### src/rtl/vga_scan_controller.sv
// 800x600@72 raster sequencer with 2x pixel/line doubling from a 400x300 image memory.
// Optional frame counter output enabled by VGA_SCAN_FRAME_CNT_EN.
module vga_scan_controller #(
  parameter int H_ACTIVE = 800,
  parameter int H_FP     = 56,
  parameter int H_SYNC   = 120,
  parameter int H_BP     = 64,
  parameter int V_ACTIVE = 600,
  parameter int V_FP     = 37,
  parameter int V_SYNC   = 6,
  parameter int V_BP     = 23,
  parameter int IMG_W    = 400,
  parameter int IMG_H    = 300,
  parameter int MEM_LAT  = 1
) (
  input  logic        clk,
  input  logic        rst_n,
  input  logic        enable,
  output logic [10:0] count_rgb,
  output logic [9:0]  reset_count_rgb,
  output logic        rd_en,
  output logic [16:0] rd_addr,
  output logic        hsync,
  output logic        vsync,
  output logic        de,
  output logic        frame_start,
  output logic        busy
`ifdef VGA_SCAN_FRAME_CNT_EN
  , output logic [7:0] frame_cnt
`endif
);
  localparam int H_TOT = H_ACTIVE + H_FP + H_SYNC + H_BP;
  localparam int V_TOT = V_ACTIVE + V_FP + V_SYNC + V_BP;

  typedef enum logic [1:0] {IDLE, RUN, STOPPING} state_t;
  state_t state, state_nxt;

  logic [10:0] h;
  logic [9:0]  v;
  logic [16:0] row_base, addr_hold;
  logic        h_last, v_last, frame_end, running;
  logic        active_raw, hsync_raw, vsync_raw;
  logic [MEM_LAT-1:0][2:0] dly_pipe;

  assign h_last    = (h == 11'(H_TOT - 1));
  assign v_last    = (v == 10'(V_TOT - 1));
  assign frame_end = h_last && v_last;
  assign running   = (state != IDLE);

  always_ff @(posedge clk or negedge rst_n)
    if (!rst_n) state <= IDLE;
    else        state <= state_nxt;

  // A stop only lands in IDLE on the last pixel of the frame, so sync is never cut short.
  always_comb begin
    state_nxt = state;
    case (state)
      IDLE:     if (enable) state_nxt = RUN;
      RUN:      if (!enable) state_nxt = STOPPING;
      STOPPING: if (enable) state_nxt = RUN;
                else if (frame_end) state_nxt = IDLE;
      default:  state_nxt = IDLE;
    endcase
  end

  always_ff @(posedge clk or negedge rst_n)
    if (!rst_n) begin
      h <= '0;
      v <= '0;
    end else if (!running) begin
      h <= '0;
      v <= '0;
    end else if (h_last) begin
      h <= '0;
      v <= v_last ? '0 : v + 10'd1;
    end else begin
      h <= h + 11'd1;
    end

  assign active_raw = (h < 11'(H_ACTIVE)) && (v < 10'(V_ACTIVE));
  assign hsync_raw  = (h >= 11'(H_ACTIVE + H_FP)) && (h < 11'(H_ACTIVE + H_FP + H_SYNC));
  assign vsync_raw  = (v >= 10'(V_ACTIVE + V_FP)) && (v < 10'(V_ACTIVE + V_FP + V_SYNC));

  assign rd_en           = active_raw && running;
  assign frame_start     = running && (h == '0) && (v == '0);
  assign busy            = running;
  assign count_rgb       = h;
  assign reset_count_rgb = v;

  // Row base steps after each odd line so line pairs 2k/2k+1 read the same image row.
  always_ff @(posedge clk or negedge rst_n)
    if (!rst_n)
      row_base <= '0;
    else if (running) begin
      if (frame_end)
        row_base <= '0;
      else if (h_last && v < 10'(2 * IMG_H - 1) && v[0])
        row_base <= row_base + 17'(IMG_W);
    end

  assign rd_addr = active_raw ? row_base + 17'(h[10:1]) : addr_hold;

  always_ff @(posedge clk or negedge rst_n)
    if (!rst_n) addr_hold <= '0;
    else        addr_hold <= rd_addr;

  // Sync and enable ride alongside the memory read so they line up with returned data.
  always_ff @(posedge clk or negedge rst_n)
    if (!rst_n)
      dly_pipe <= '0;
    else begin
      dly_pipe[0] <= {hsync_raw, vsync_raw, rd_en};
      for (int i = 1; i < MEM_LAT; i++) dly_pipe[i] <= dly_pipe[i-1];
    end

  assign {hsync, vsync, de} = dly_pipe[MEM_LAT-1];

`ifdef VGA_SCAN_FRAME_CNT_EN
  always_ff @(posedge clk or negedge rst_n)
    if (!rst_n)           frame_cnt <= '0;
    else if (frame_start) frame_cnt <= frame_cnt + 8'd1;
`endif

endmodule

### config.mk
export PLATFORM = sky130hd
export DESIGN_NAME = vga_scan_controller
export DESIGN_NICKNAME = d
export VERILOG_FILES = /design/src/rtl/vga_scan_controller.sv
export SDC_FILE = /design/constraint.sdc
export NUM_CORES = 1
export LEC_CHECK = 0
export CORE_ASPECT_RATIO = 2
export CORE_MARGIN = 1.5
export CORE_UTILIZATION = 44
export DETAILED_ROUTE_END_ITERATION = 6
export GPL_TIMING_DRIVEN = 0
export PLACE_DENSITY = 0.67
export SLEW_MARGIN = 30
export SYNTH_ARGS = -nofsm -noshare
export SYNTH_HDL_FRONTEND = slang
export SYNTH_SLANG_ARGS = --single-unit
### constraint.sdc
create_clock -name clk -period 3.1 [get_ports clk]
set_input_delay 0.62 -clock clk [delete_from_list [all_inputs] [get_ports clk]]
set_output_delay 0.62 -clock clk [all_outputs]
set_load 0.05 [all_outputs]
==> results.sh <==
export IMPL_antenna_found_initial=0
export IMPL_die_h_microns=121.2
export IMPL_synth_edff_count=0
export IMPL_cts_tree="yes"
export IMPL_drive_above_1_share=0.1958
export IMPL_vias=2533
export IMPL_outcome="completed"
export IMPL_postRouteAntennaNets=0
export IMPL_power_density_mw_per_mm2=459.6
export IMPL_gp_congestion=0.8793
export IMPL_start_util=0.4603
export IMPL_routed_via_density=5.436
export IMPL_antennaDiodeCount=0
export IMPL_area_growth_syn_to_layout_pct=27.45
export IMPL_worst_path_buf_inv=1
export IMPL_critPathMaxFanout=6
export IMPL_multi_input_comb_area_sq_mm=0.001615
export IMPL_drtIter0Drc=102
export IMPL_cap_violations=0
export IMPL_seq_area_sq_mm=0.001409
export IMPL_cts_root_buf="clkbuf_16"
export IMPL_grt_ovfl_total=0
export IMPL_coreArea_sq_mm=0.006674
export IMPL_syn_nets=340
export IMPL_setup_worst_path_end_class="output port"
export IMPL_ys_warn_count=0
export IMPL_clk_pin_slew_ns=0.07
export IMPL_io_pins=47
export IMPL_grt_max_degree=38
export IMPL_slew_violations=0
export IMPL_cts_made_buffers=5
export IMPL_finalPower_mw=1.799
export IMPL_ys_ff_latch=56
export IMPL_fin_skew_ns=0.004659
export IMPL_grt_pass1_vias=2514
export IMPL_period_share=0.9828
export IMPL_grtUsageTotal=0.2136
export IMPL_hold_violations=0
export IMPL_crit_top_cell="or2_2"
export IMPL_dr_pass1_iters=4
export IMPL_critPathTopFamily="compound AO/OA/AOI/OAI gates"
export IMPL_period_minus_slack_ns=3.047
export IMPL_hpwl_microns=5328
export IMPL_syn_area_per_cell_sq_um=9.481
export IMPL_syn_inst=324
export IMPL_syn_area_sq_mm=0.003072
export IMPL_hp_class="in -> async"
export IMPL_crit_required_ns=2.48
export IMPL_insertion_delay_ns=0.30
export IMPL_drc_errors=0
export IMPL_die_width_microns=62.08
export IMPL_ctsHtreeMaxLevel=2
export IMPL_utilization=0.5866
export IMPL_crit_slowest_cell="dfrtp_1"
export IMPL_yosysSeqAreaShare=0.4562
export IMPL_critPathLaunchType="register"
export IMPL_cp_cell_sequence="ha_1 > or2_2 > a21oi_4 > or2_2 > nor3_2 > o31a_1 > buf_6"
export IMPL_fillCellCount=612
export IMPL_critPathMaxStageDelay_ns=0.47
export IMPL_dieArea_sq_mm=0.007522
export IMPL_p_leak_nw=1.662
export IMPL_numClockSinks=56
export IMPL_place_port_buffers=46
export IMPL_crit_type="reg -> out"
export IMPL_worst_ep_arrival_time_ns=2.43
export IMPL_grt_pass1_wl_microns=12030
export IMPL_setup_viol=0
export IMPL_fp_row_count=42
export IMPL_async_flop_share=1.000
export IMPL_avgRoutedWirePerCell_microns=15.75
export IMPL_fmax_mhz=328.2
export IMPL_max_slew_margin=0.5089
export IMPL_clk_path_buf_depth=2
export IMPL_synth_cell_type_count=47
export IMPL_nets=393
export IMPL_vdd_drop_max_uv=334.9
export IMPL_ys_flop_type="dfrtp_1"
export IMPL_wl_microns=7341
export IMPL_worstMarginPinSlew_ns=0.7299
registers in the layout, summed over array words and instances (netlist names):
signal / flops
count_rgb: 11
reset_count_rgb: 10
addr_hold: 17
dly_pipe: 3
row_base: 13
state: 2
worst reg2reg max path, cell delays in order, from the launching register on:
cell	delay, ns
dfrtp_1	0.37
buf_2	0.17
or3_1	0.41
nor4_1	0.66
nand2b_1	0.33
nand2_1	0.31
nor2_1	0.09
repair_timing:
action	4_1_cts	5_1_grt
resized for setup	89	21
endpoints found under the setup margin	19	15
hold buffers	0	0
pin swaps	0	2
setup buffers	0	1
power by group:
| group | switching, mW | internal, mW | leakage [nW] | total [mW] |
|---|---|---|---|---|
| Clock | 0.260 | 0.426 | 0.0901 | 0.686 |
| Sequential | 0.0357 | 0.760 | 0.760 | 0.795 |
| Combinational | 0.219 | 0.0988 | 0.812 | 0.318 |
| Total | 0.515 | 1.28 | 1.66 | 1.80 |
stage by stage:
stage | TNS [ns] | hold slack, ns | worst slack (ns) | std cells | area, sq um
after floorplan | -1.052 | 0.3244 | -0.3029 | 324 | 3100
after global placement | -27.80 | 0.4488 | -0.3948 | 458 | 3671
after detailed placement | -6.052 | 0.4529 | -0.4192 | 459 | 3689
after CTS | -0.1700 | 0.2050 | -0.1700 | 467 | 3874
after global routing | -0.02313 | 0.2196 | -0.01703 | 466 | 3915
final | 0 | 0.1952 | 0.05333 | 466 | 3915
path summary, 6_finish.rpt:
path / depth (start not counted) / startpoint / to / slack, ns
worst max-delay path: 7 / count_rgb[9]$_DFF_PN0_ / rd_addr[16] / 0.05
worst min-delay path: 1 / rst_n / addr_hold[7]$_DFF_PN0_ / 0.20
worst max register to register: 6 / reset_count_rgb[6]$_DFFE_PN0P_ / reset_count_rgb[7]$_DFFE_PN0P_ / 0.64
worst min register to register: 2 / addr_hold[11]$_DFF_PN0_ / addr_hold[11]$_DFF_PN0_ / 0.46
max in group asynchronous: 2 / rst_n / row_base[7]$_DFFE_PN0P_ / 2.40
min in group clk: 2 / addr_hold[11]$_DFF_PN0_ / addr_hold[11]$_DFF_PN0_ / 0.46
logic make-up (layout without fill, tap and decap cells):
family                     after synthesis  after routing  synth area share
xor gates and xnor gates                26             26           0.07413
AOI/OAI and AO/OA                       66             66            0.1263
muxes                                   10             10           0.03462
buffers and inverters                   30             84           0.04644
DFF                                     56             56            0.4562
and+or+nand+nor                        123            123            0.2094
adders and majority gates               13             13           0.05295
layer usage:
metal,part of all wire,track usage
met1,0.38,0.2415
met2,0.56,0.3743
met3,0.038,0.02878
met4,0.029,0.09574
met5,0,0
cells in the mapped netlist (2+ instances only):
cell	number	area share
nand3b_1	6	0.015
nor3b_1	2	0.0049
buf_6	3	0.011
a21oi_1	23	0.037
buf_2	3	0.0049
ha_1	13	0.053
nand4_1	4	0.0081
or2_2	5	0.010
nor2_1	28	0.034
or3_1	2	0.0041
clkbuf_1	7	0.0086
mux2_2	5	0.018
and3_1	6	0.012
dfrtp_1	56	0.46
xor2_1	6	0.017
inv_1	16	0.020
o31a_1	2	0.0057
nand2b_1	5	0.010
o21ai_0	22	0.036
a21o_1	2	0.0049
o21ai_1	3	0.0049
o221ai_1	2	0.0057
nor3_1	14	0.023
nand3_1	13	0.021
nand2_1	27	0.033
nor4_1	3	0.0061
mux2i_1	5	0.016
a211oi_1	3	0.0073
xnor2_1	20	0.057
layout by cell type, fill, tap and decap left out, types with 4 or more instances in the layout:
master and n:
nor2_1 28, clkdlybuf4s15_2 8, nand4_1 4, or2_2 5, nand3_1 13, and3_1 6, xor2_1 6, clkdlybuf4s50_1 26
o21ai_1 7, nand2_1 27, o21ai_0 12, dfrtp_2 6, clkbuf_16 5, mux2_2 5, nand3b_1 6, inv_1 16
xnor2_1 20, o21ai_2 6, nand2b_1 5, buf_4 6, mux2i_1 5, dfrtp_1 50, buf_6 4, buf_2 9
a21oi_1 22, ha_1 12, nor3_1 12
final cells by class:
cell class,instances,share of cell area
Timing Repair Buffer,48,0.1160
Multi-Input combinational cell,238,0.4126
Clock buffer,7,0.03899
Tap cell,88,0.02812
Sequential cell,56,0.3599
Buffer,12,0.02141
Clock inverter,1,0.007670
Inverter,16,0.01534
No activity file was read; power rests on OpenSTA's default activity.
